## src/rtl/c3lib_ckmux_pkg.sv

```systemverilog
// Shared types and helpers for the N-input clock-select sequencer.
// Holds the sequencer state encoding, the one-hot decoder and the delay-counter width helper.
package c3lib_ckmux_pkg;

  localparam int unsigned CKMUX_MAX_N = 32;

  typedef enum logic [1:0] {
    IDLE     = 2'd0,
    GATE_OFF = 2'd1,
    SWITCH   = 2'd2,
    SETTLE   = 2'd3
  } ckmux_seq_st_e;

  // Returns all-zero when idx is not a legal input of an n-input mux.
  function automatic logic [CKMUX_MAX_N-1:0] onehot_dec(input int unsigned idx,
                                                        input int unsigned n);
    logic [CKMUX_MAX_N-1:0] dec;
    dec = '0;
    if (idx < n && idx < CKMUX_MAX_N) begin
      dec = {{(CKMUX_MAX_N-1){1'b0}}, 1'b1} << idx;
    end
    return dec;
  endfunction

  function automatic int unsigned cnt_width(input int unsigned off_cyc,
                                            input int unsigned on_cyc);
    int unsigned m;
    m = (off_cyc > on_cyc) ? off_cyc : on_cyc;
    return (m < 1) ? 1 : $clog2(m + 1);
  endfunction

endpackage

```

## src/rtl/c3lib_ckmux_dly_cnt.sv

```systemverilog
// Load / count-down / terminal-count delay counter shared by the gate-off and settle phases.
// Holds at zero once reached; tc is high whenever the count is zero.
module c3lib_ckmux_dly_cnt #(
  parameter int CNT_W = 3
) (
  input  logic             clk,
  input  logic             rst_n,
  input  logic             load,
  input  logic             clr,
  input  logic [CNT_W-1:0] load_val,
  output logic             tc
);

  logic [CNT_W-1:0] cnt_q, cnt_d;

  // NOTE: every variable written in always_comb gets a default first, so no path can infer a latch.
  always_comb begin
    cnt_d = cnt_q;
    if (clr) begin
      cnt_d = '0;
    end else if (load) begin
      cnt_d = load_val;
    end else if (cnt_q != '0) begin
      cnt_d = cnt_q - CNT_W'(1);
    end
  end

  always_ff @(posedge clk or negedge rst_n) begin
    if (!rst_n) begin
      cnt_q <= '0;
    end else begin
      cnt_q <= cnt_d;
    end
  end

  assign tc = (cnt_q == '0);

endmodule

```

## src/rtl/c3lib_ckmuxn_sel_seq.sv

```systemverilog
// N-input clock-select sequencer: gates the mux output clock off, switches the one-hot select, settles, re-enables.
// Optional macro C3LIB_CKMUX_SEL_STAT_EN adds the saturating switch counter output sel_sw_cnt.
module c3lib_ckmuxn_sel_seq
  import c3lib_ckmux_pkg::*;
#(
  parameter  int NUM_CK  = 4,
  parameter  int OFF_CYC = 4,
  parameter  int ON_CYC  = 4,
  parameter  int RST_SEL = 0,
  localparam int SEL_W   = $clog2(NUM_CK)
) (
  input  logic              clk,
  input  logic              rst_n,
  input  logic              sel_req_vld,
  input  logic [SEL_W-1:0]  sel_req_idx,
  output logic              sel_req_rdy,
  output logic [NUM_CK-1:0] ck_sel_onehot,
  output logic              ck_gate_en,
  output logic [SEL_W-1:0]  sel_cur,
  output logic              sel_busy,
  output logic              sel_err,
  input  logic              tst_override,
  input  logic [SEL_W-1:0]  tst_sel
`ifdef C3LIB_CKMUX_SEL_STAT_EN
  ,
  output logic [15:0]       sel_sw_cnt
`endif
);

  localparam int unsigned       NUM_CK_U   = NUM_CK;
  localparam int                CNT_W      = int'(cnt_width(OFF_CYC, ON_CYC));
  localparam logic [CNT_W-1:0]  OFF_LD     = CNT_W'(OFF_CYC - 1);
  localparam logic [CNT_W-1:0]  ON_LD      = CNT_W'(ON_CYC - 1);
  localparam logic [NUM_CK-1:0] RST_ONEHOT = NUM_CK'(onehot_dec(unsigned'(RST_SEL), NUM_CK_U));

  localparam logic [1:0] ST_IDLE     = IDLE;
  localparam logic [1:0] ST_GATE_OFF = GATE_OFF;
  localparam logic [1:0] ST_SWITCH   = SWITCH;
  localparam logic [1:0] ST_SETTLE   = SETTLE;

  logic [1:0]        state_q, state_d;
  logic [SEL_W-1:0]  tgt_q, tgt_d, sel_cur_q;
  logic [NUM_CK-1:0] onehot_q;
  logic              gate_en_q, rdy_q, busy_q, err_q, err_d;
  logic              cnt_load, cnt_clr, cnt_tc, sel_load, idx_legal;
  logic [CNT_W-1:0]  cnt_val;

  assign idx_legal = (32'(sel_req_idx) < NUM_CK_U);

  always_comb begin
    state_d  = state_q;
    tgt_d    = tgt_q;
    cnt_load = 1'b0;
    cnt_val  = '0;
    cnt_clr  = 1'b0;
    sel_load = 1'b0;
    err_d    = 1'b0;
    // Test override abandons any sequence in flight, including a target not yet applied.
    if (tst_override) begin
      state_d = ST_IDLE;
      cnt_clr = 1'b1;
    end else begin
      case (state_q)
        ST_IDLE: begin
          if (sel_req_vld) begin
            if (!idx_legal) begin
              err_d = 1'b1;
            end else if (sel_req_idx != sel_cur_q) begin
              tgt_d    = sel_req_idx;
              state_d  = ST_GATE_OFF;
              cnt_load = 1'b1;
              cnt_val  = OFF_LD;
            end
          end
        end
        ST_GATE_OFF: if (cnt_tc) state_d = ST_SWITCH;
        ST_SWITCH: begin
          sel_load = 1'b1;
          state_d  = ST_SETTLE;
          cnt_load = 1'b1;
          cnt_val  = ON_LD;
        end
        ST_SETTLE: if (cnt_tc) state_d = ST_IDLE;
        default:   state_d = ST_IDLE;
      endcase
    end
  end

  c3lib_ckmux_dly_cnt #(.CNT_W(CNT_W)) u_dly_cnt (
    .clk      (clk),
    .rst_n    (rst_n),
    .load     (cnt_load),
    .clr      (cnt_clr),
    .load_val (cnt_val),
    .tc       (cnt_tc)
  );

  // NOTE: sequential state uses non-blocking assignments so every flop samples pre-edge values.
  always_ff @(posedge clk or negedge rst_n) begin
    if (!rst_n) begin
      state_q   <= ST_IDLE;
      tgt_q     <= SEL_W'(RST_SEL);
      sel_cur_q <= SEL_W'(RST_SEL);
      onehot_q  <= RST_ONEHOT;
      gate_en_q <= 1'b1;
      rdy_q     <= 1'b1;
      busy_q    <= 1'b0;
      err_q     <= 1'b0;
    end else begin
      state_q   <= state_d;
      tgt_q     <= tgt_d;
      gate_en_q <= (state_d == ST_IDLE);
      rdy_q     <= (state_d == ST_IDLE);
      busy_q    <= (state_d != ST_IDLE);
      err_q     <= err_d;
      if (sel_load) begin
        sel_cur_q <= tgt_q;
        onehot_q  <= NUM_CK'(onehot_dec(32'(tgt_q), NUM_CK_U));
      end
    end
  end

`ifdef C3LIB_CKMUX_SEL_STAT_EN
  logic [15:0] sw_cnt_q;

  always_ff @(posedge clk or negedge rst_n) begin
    if (!rst_n) begin
      sw_cnt_q <= '0;
    end else if (sel_load && sw_cnt_q != 16'hFFFF) begin
      sw_cnt_q <= sw_cnt_q + 16'd1;
    end
  end

  assign sel_sw_cnt = sw_cnt_q;
`endif

  assign ck_sel_onehot = tst_override ? NUM_CK'(onehot_dec(32'(tst_sel), NUM_CK_U)) : onehot_q;
  assign ck_gate_en    = tst_override | gate_en_q;
  assign sel_req_rdy   = ~tst_override & rdy_q;
  assign sel_cur       = sel_cur_q;
  assign sel_busy      = busy_q;
  assign sel_err       = err_q;

endmodule

```

## config.mk

```make
export PLATFORM = sky130hd
export DESIGN_NAME = c3lib_ckmuxn_sel_seq
export DESIGN_NICKNAME = d
export VERILOG_FILES = /design/src/rtl/c3lib_ckmux_pkg.sv /design/src/rtl/c3lib_ckmux_dly_cnt.sv /design/src/rtl/c3lib_ckmuxn_sel_seq.sv
export SDC_FILE = /design/constraint.sdc
export NUM_CORES = 1
export LEC_CHECK = 0
export BUFFER_PORTS_ARGS = -buffer_cell sky130_fd_sc_hd__buf_2
export CORE_MARGIN = 1.5
export CORE_UTILIZATION = 45
export DETAILED_ROUTE_END_ITERATION = 6
export PLACE_DENSITY = 0.71
export SLEW_MARGIN = 20
export SYNTH_ARGS = -nofsm -noshare
export SYNTH_HDL_FRONTEND = slang
export SYNTH_SLANG_ARGS = --single-unit
```

## constraint.sdc

```tcl
create_clock -name clk -period 1.4 [get_ports clk]
set_input_delay 0.42 -clock clk [delete_from_list [all_inputs] [get_ports clk]]
set_output_delay 0.42 -clock clk [all_outputs]
set_load 0.1 [all_outputs]
```

# ---- Yosys cells after proc, flatten, opt, wreduce, memory -nomap -nowiden
# Cells that the tools add are included.
dict set report op_classes {
  n_shift 2
  n_eq_ne 4
  mux 21
  n_reduce_logical 7
  add_sub_neg 1
  bitwise 3
}
# op count
set op_table {}
lappend op_table {{$mux W2} 7}
lappend op_table {{$mux W3} 4}
lappend op_table {{$pmux W2 S4} 1}
lappend op_table {{$shl A1 B2 Y4 const A} 2}
lappend op_table {{$mux W1} 6}
lappend op_table {{$reduce_bool A3 Y1} 2}
lappend op_table {{$eq A2 B2 Y1 const B} 2}
lappend op_table {{$logic_not A2 Y1} 2}
lappend op_table {{$mux W4} 1}
lappend op_table {{$pmux W2 S2} 1}
lappend op_table {{$reduce_and A4 Y1} 1}
lappend op_table {{$logic_not A3 Y1} 1}
lappend op_table {{$sub A3 B1 Y3 const B} 1}
lappend op_table {{$eq A2 B1 Y1 const B} 1}
lappend op_table {{$ne A2 B2 Y1} 1}
lappend op_table {{$pmux W1 S2} 1}
lappend op_table {{$reduce_bool A2 Y1} 1}
lappend op_table {{$and A1 B1 Y1} 1}
lappend op_table {{$not A1 Y1} 1}
lappend op_table {{$or A1 B1 Y1} 1}
dict set report word_totals {
  reg_bits 15
  in_bits 8
  word_cells 45
  out_inout_bits 10
}

# ---- Depth between registers and ports, before layout
# Gate-level depths: netlist (run 1).
dict set report logic_depth {
  word_depth 7
  mapped_depth 6
  ltp_nobuf 6
}

# ---- By module
# A second synthesis (run 1) with hierarchy kept.
dict set report unflattened {
  cells_unflattened 79
  area_unflattened_um2 799.5
}
# mod cells_per_inst seq_area_each_um2 instances area_per_inst_um2
set modules_own_cells {}
lappend modules_own_cells {c3lib_ckmuxn_sel_seq 58 302.8 1 600.6}
lappend modules_own_cells {c3lib_ckmux_dly_cnt 21 75.1 1 198.9}

# ---- Least setup slack after synthesis (run 1)
# No wires, ideal clock.
dict set report synth_path {
  path_kind {input to output}
  from {input tst_override}
  to {output ck_sel_onehot[1]}
  arrival_ns 2.889
  setup_slack_ns -1.909
  n_path_buf 2
  cell_stages 3
  path_cell_list {buf_2 > clkbuf_1 > o21ai_0}
}
dict set report synth_between {
  elab_chain_len 1
}
# item line
set synth_lines {}
lappend synth_lines {{from (decl)} c3lib_ckmuxn_sel_seq.sv:22} ;# input logic tst_override,
lappend synth_lines {{$mux W4} c3lib_ckmuxn_sel_seq.sv:137} ;# assign ck_sel_onehot = tst_override ? NUM_CK'(onehot_dec(32'(tst_sel), NUM_CK_U)) : onehot_q;
lappend synth_lines {{to (decl)} c3lib_ckmuxn_sel_seq.sv:17} ;# output logic [NUM_CK-1:0] ck_sel_onehot,
# No other way between the ends.

# ---- Final worst setup path (run 1)
dict set report layout_path {
  from {register onehot_q[0]}
  to {output ck_sel_onehot[0]}
}
dict set report layout_between {
  elab_chain_len 1
}
# item line
set layout_lines {}
lappend layout_lines {{from (decl)} c3lib_ckmuxn_sel_seq.sv:43} ;# logic [NUM_CK-1:0] onehot_q;
lappend layout_lines {{from (signal assigned)} c3lib_ckmuxn_sel_seq.sv:118} ;# onehot_q <= NUM_CK'(onehot_dec(32'(tgt_q), NUM_CK_U));
lappend layout_lines {{$mux W4} c3lib_ckmuxn_sel_seq.sv:137}
# No other way between the ends.

==> results.md, run 1 <==
- Min Tclk post-route: 1.58 ns
- Critical path peak fanout: 2
- First drt pass iteration count: 5
- Worst skew pair latency: around 0.29 ns
- Reg-to-Reg End: tgt_q[0]
- YS warnings: 0
- H-tree levels: 1
- RSZ-0062 raised after global routing: true
- Final worst slack: -0.181 ns
- Worst Skew: 0.00310 ns
- Rows: 14
- Die area: 1950 sq um
- Global-route wire length before repair: 2840 um
- Die W: between 40 and 50 um
- Number of enable flip-flop cells after synthesis: 0
- 1st-iter DRT viols: 6
- Total power: 3.03 mW
- Synth unique cells: 30
- Max cap viols: 0
- Cells after DPL: ~110
- CP Cell Sequence: mux2_4, buf_12
- Quantity of hold-fixing buffers added after cts: 0
- Final Net Count: 117
- Hold Crit Class: primary input to asynchronous set/reset pin
- Core footprint: 1540 sq um
- Syn Inst Count: 77
- Synth async-reset ratio: 100%
- Reg-to-reg startpoint: sel_cur[1]
- Crit start category: register
- Layout Cells excl Fill: 122
- Final hold violations: 0
- GPL Wtd Cong: 0.647
- Post-Synthesis Net Count: 87
- Area Growth Syn to Fin: 67.0%
- ANT cells: 0
- Leak Pwr: 0.588 nW
- Via-to-Cell Ratio: 5.20
- Initial antenna violation count: 0
- TritonCTS clock tree: yes
- Share of cells above drive strength 1: 57.5%
- Post-Route Setup TNS: -1.10 ns
- Longest Clk Path Bufs: 2
- WP data arrival: approximately 1.2 ns
- Failing checks: negative setup slack
- CP Class: register to output pin
- Highest cell delay on the worst timing path: 0.55 ns
- Num CTS Buffers: 3
- Cell area after placement: 1110 sq um
- Pre-CTS WS: -0.141 ns
- FILL cells: 88
- Seq/Total Area, Yosys: slightly below 50%
- Status: finished with violations
- Slowest-stage cell, CP: dfstp_2
- Setup crit end kind: output pin
- Commonest non-fill, non-tap cell in the layout: dfrtp_1
- Overall Global Routing Usage: 20.6%
- Vias: 634
- R2R depth: 5
- Total grt overflow: 0
- Register bit total from synthesis: 15
- Final setup viols: 11
- Root buf cell: clkbuf_4
- Power density over the cells: 2380 nW/um^2
- Fmax achieved: 0.632 GHz
- Main synth FF type: dfrtp_1
- Largest net degree at the start of global routing: 16
- Wire length per cell: 14.5 um
- Peak supply drop: 2.43 mV
- Initial cell density of the core: 49.5%
- Fin area: 1270 sq um
- Worst reg-to-reg setup slack: -0.07 ns
- Die height: between 40 and 50 um
- Most frequent cells in the layout: dfrtp_1 (11), buf_12 (9), buf_4 (8), nand2_1 (7)
- Clk pin slew, worst setup/hold paths: 0.09 ns
- Total clock sinks: 15
- Vias in the first global route: 678
- DRT antenna net count: 0
- Max Slew Vio Count: 0
- Mapped Area: ~760 sq um
- I/O pin cnt: 18
- # DRC: 0
- I/O Buffers: 16
- Routed WL: 1760 um
- Tcrit/Tclk final: 113%
- Synth Area per Inst: approximately 9.9 sq um
- Post-detail-place hpwl: about 1200 um
- Worst path required time: 0.98 ns
[stage by stage]
step	hold slack, ns	utilization [%]
3_3_place_gp	0.334	72.2
3_5_place_dp	0.344	72.2
2_1_floorplan	0.124	-
5_1_grt	0.0374	82.7
6_report	0.0177	82.7
4_1_cts	0.0232	77.0
[cells in the mapped netlist (all sizes together), types with 2 or more instances]
| cell | instances | area (sq um) |
|---|---|---|
| dfrtp | 13 | 325 |
| nand2 | 8 | 32.5 |
| o21ai | 7 | 35.0 |
| inv | 6 | 22.5 |
| nor2 | 6 | 22.5 |
| mux2 | 5 | 56.3 |
| xnor2 | 4 | 35.0 |
| nand2b | 3 | 18.8 |
| a21oi | 2 | 10.0 |
| buf | 2 | 12.5 |
| clkbuf | 2 | 7.51 |
| dfstp | 2 | 52.6 |
| ha | 2 | 25.0 |
| nand3b | 2 | 18.8 |
| nor3 | 2 | 10.0 |
[registers in the layout, summed over array words and instances (netlist names)]
name,count
onehot_q,4
rdy_q,1
sel_busy,1
sel_cur,2
state_q,2
tgt_q,2
u_dly_cnt.cnt_q,3
[worst max-delay path: cells and delay by family (launching register included)]
family | cells | cell delay, ns
flops | 1 | 0.55
buf+inv | 1 | 0.17
mux | 1 | 0.16
[worst max path at each step]
stage                      start          endpoint  slack [ns]  cells past startpoint
finish               onehot_q[0]  ck_sel_onehot[0]       -0.18                      2
global route               rdy_q       sel_req_rdy       -0.24                      2
CTS                        rdy_q       sel_req_rdy       -0.19                      2
detailed placement  tst_override       onehot_q[2]       -0.14                      6
global placement    tst_override  ck_sel_onehot[0]       -0.13                      3
floorplan           tst_override  ck_sel_onehot[2]       -0.27                      3
[layout make-up]
type,instances,area (sq um),area share (%)
well taps,16,20.0,1.57
inverters,6,22.5,1.77
clock buffers,4,26.3,2.06
flip-flops and latches,15,385,30.2
multi-input cells,52,483,37.9
repair buffers,29,338,26.5
[cells by family (layout without fill, tap and decap cells)]
logic type | Yosys count | count (layout) | share of synthesized area [%]
muxes | 6 | 6 | 8.69
AOI/OAI and AO/OA | 14 | 14 | 11.3
and+or+nand+nor | 25 | 25 | 16.6
adders and majority gates | 2 | 2 | 3.28
buffers and inverters | 10 | 39 | 5.57
xor gates and xnor gates | 4 | 4 | 4.59
DFF | 15 | 15 | 49.5
other | 1 | 1 | 0.491
[timing repair]
item,4_1_cts,5_1_grt
pin swaps,5,3
gates resized for setup,11,15
buffers inserted,3,1
endpoints found under the hold margin,0,0
setup endpoints to repair,8,17
[where the power goes]
part | total [mW] | internal, mW | leakage (nW) | switching, mW
logic | 1.93 | 0.855 | 0.389 | 1.08
clock network | 0.256 | 0.111 | 0.0150 | 0.145
registers | 0.841 | 0.647 | 0.185 | 0.194
[routing by layer]
layer / track usage [%] / wire length (um) / vias to the layer above
met5: 0 / 0 / -
met4: 7.88 / 31 / 0
met3: 6.12 / 63 / 4
met2: 35.3 / 952 / 13
met1: 24.2 / 716 / 307
li1: - / - / 310
Note: power is estimated with default switching activity, not from simulation.
==> run 2, diff against run 1 <==
--- a/config.mk
+++ b/config.mk
@@ -7,9 +7,9 @@
 export LEC_CHECK = 0
 export BUFFER_PORTS_ARGS = -buffer_cell sky130_fd_sc_hd__buf_2
 export CORE_MARGIN = 1.5
-export CORE_UTILIZATION = 45
+export CORE_UTILIZATION = 35
 export DETAILED_ROUTE_END_ITERATION = 6
-export PLACE_DENSITY = 0.71
+export PLACE_DENSITY_LB_ADDON = 0.15
 export SLEW_MARGIN = 20
 export SYNTH_ARGS = -nofsm -noshare
 export SYNTH_HDL_FRONTEND = slang
==> run 2 against run 1 <==
Against the previous run:
- the flow still finishes with violations (negative setup slack)
- via count is 3.0% lower
- sequential power is 2% lower
- worst hold slack better by 0.0078 ns
- combinational power is 9% lower
- clock power is 4% lower
- final cell count is 6.6% higher
- critical path depth stayed put
- fmax is 0.90% higher
- clock skew is 0.0017 ns lower
- sequential share of layout area is 1.7 points higher
- sequential cell count stayed put
- first-iteration DRC count is 33% lower
- critical path type unchanged
- critical endpoint is now sel_req_rdy
- largest cell class unchanged
- largest power group unchanged
==> results.md, run 2 (same netlist as run 1, synthesis figures left out) <==
- H-tree levels: 1 (unchanged)
- Max Slew Vio Count: 0 (unchanged)
- Largest net degree at the start of global routing: 16 (unchanged)
- DRT antenna net count: 0 (unchanged)
- Post-Route Setup TNS: -0.867 ns (+0.236 ns)
- Layout Cells excl Fill: 130 (+6.6%)
- Cell area after placement: 1110 sq um (-0.11%)
- Max cap viols: 0 (unchanged)
- Die area: 2470 sq um (+26%)
- Die W: 49.7 um (+12%)
- CP Cell Sequence: nor2b_4, buf_12
- Global-route wire length before repair: 2700 um (-5.1%)
- Post-detail-place hpwl: 1140 um (-6.4%)
- R2R depth: 4 (-1)
- GPL Wtd Cong: 0.668 (+3.3%)
- GRT Max-Usage Layer: met2
- Hold Crit Class: primary input to asynchronous set/reset pin
- Die height: 49.7 um (+12%)
- First drt pass iteration count: 4 (-1)
- Vias: 615 (-3.0%)
- Worst path required time: 0.98 ns (about the same)
- Slowest-stage cell, CP: dfstp_2
- Via-to-Cell Ratio: 4.73 (-9.0%)
- Status: finished with violations
- Overall Global Routing Usage: 14.4% (-6.2 points)
- Rows: 16 (+2)
- Longest Clk Path Bufs: 2 (unchanged)
- Worst Skew: 0.00137 ns (-0.00174 ns)
- Quantity of hold-fixing buffers added after cts: 0 (unchanged)
- Final hold violations: 0 (unchanged)
- Met2 Resource Use GR: 22.4% (-13 points)
- Final worst slack: -0.167 ns (+0.0141 ns)
- Min Tclk post-route: 1.57 ns (-0.0141 ns)
- Wire length per cell: 11.4 um (-21%)
- Met3 usage: 3.94% (-2.2 points)
- Final Net Count: 114 (-2.6%)
- Routed WL: 1480 um (-16%)
- WP data arrival: 1.15 ns (about the same)
- Worst skew pair latency: 0.28 ns (about the same)
- Fmax achieved: 0.638 GHz (+0.90%)
- Worst hold slack: 0.0255 ns (+0.00776 ns)
- Root buf cell: clkbuf_4
- Cells after DPL: 123 (+7.9%)
- Area Growth Syn to Fin: 58.2%
- Most frequent cells in the layout: dfrtp_1 (11), buf_12 (9), nand2_1 (7), buf_4 (7), buf_2 (6)
- Commonest non-fill, non-tap cell in the layout: dfrtp_1
- Leak Pwr: 0.562 nW (-4.5%)
- Largest Register: onehot_q
- Num CTS Buffers: 3 (unchanged)
- Highest cell delay on the worst timing path: 0.53 ns (-0.02 ns)
- Met1 usage: 18.5% (-5.7 points)
- Tcrit/Tclk final: 112% (-1.0 points)
- ANT cells: 0 (unchanged)
- Peak supply drop: 1.56 mV (-36%)
- Clk pin slew, worst setup/hold paths: 0.09 ns (about the same)
- RSZ-0062 raised after global routing: true
- Util after Layout: 60.3% (-22 points)
- Core footprint: 2000 sq um (+30%)
- Setup crit end kind: output pin
- Max reg flops: 4 (unchanged)
- Final setup viols: 10 (-1)
- Vias in the first global route: 622 (-8.3%)
- Failing checks: negative setup slack
- Total power: 2.83 mW (-6.7%)
- Initial cell density of the core: 38.1% (-11 points)
- Critical path peak fanout: 2 (unchanged)
- I/O Buffers: 16 (unchanged)
- 1st-iter DRT viols: 4 (-2)
- Share of cells above drive strength 1: 51.5% (-6.1 points)
- Fin area: 1210 sq um (-5.3%)
- # DRC: 0 (unchanged)
- Total clock sinks: 15 (unchanged)
- TritonCTS clock tree: yes
- Initial antenna violation count: 0 (unchanged)
- Pre-CTS WS: -0.165 ns (-0.0247 ns)
- I/O pin cnt: 18 (unchanged)
- Total grt overflow: 0 (unchanged)
- Top flop regs: onehot_q: 4 flops, u_dly_cnt.cnt_q: 3 flops
- Crit start category: register
- Power density over the cells: 2340 nW/um^2 (-1.5%)
- CP Class: register to output pin
run 2: final cells by class:
class | instances | area [sq um]
multi-input cells | 52 | 432
repair buffers | 26 | 308
inverters | 6 | 22.5
well taps | 27 | 33.8
clock buffers | 4 | 26.3
fillers | 168 | 795
flip-flops and latches | 15 | 385
run 2: power by group:
part | switching, mW | leakage, nW | total, mW | internal (mW)
clock network | 0.135 | 0.0150 | 0.246 | 0.111
logic | 0.979 | 0.362 | 1.76 | 0.780
registers | 0.176 | 0.185 | 0.823 | 0.648
total | 1.29 | 0.562 | 2.83 | 1.54
run 2: critical path, delay by kind of cell, from the launching register on:
family / cells / cell delay [ns]
AND/OR/NAND/NOR: 1 / 0.15
flip-flops: 1 / 0.53
buffers and inverters: 1 / 0.18
run 2: per-layer routing:
metal	vias up	wire, um
met5	-	0
met3	5	65
li1	305	-
met2	16	729
met4	0	31
met1	289	650
run 2: timing repair:
action,4_1_cts,5_1_grt
pin swaps,4,0
setup endpoints to repair,9,12
buffers inserted,2,1
gates resized for setup,12,4
run 2: final timing paths:
| kind | from | endpoint | slack (ns) |
|---|---|---|---|
| min in group clk | sel_req_idx[1] | tgt_q[1] | 0.41 |
| max reg2reg | sel_cur[1] | tgt_q[0] | -0.03 |
| max | rdy_q | sel_req_rdy | -0.17 |
| min reg2reg | onehot_q[0] | onehot_q[0] | 0.48 |
| min | rst_n | tgt_q[0] | 0.03 |
| max in group asynchronous | rst_n | rdy_q | 1.08 |
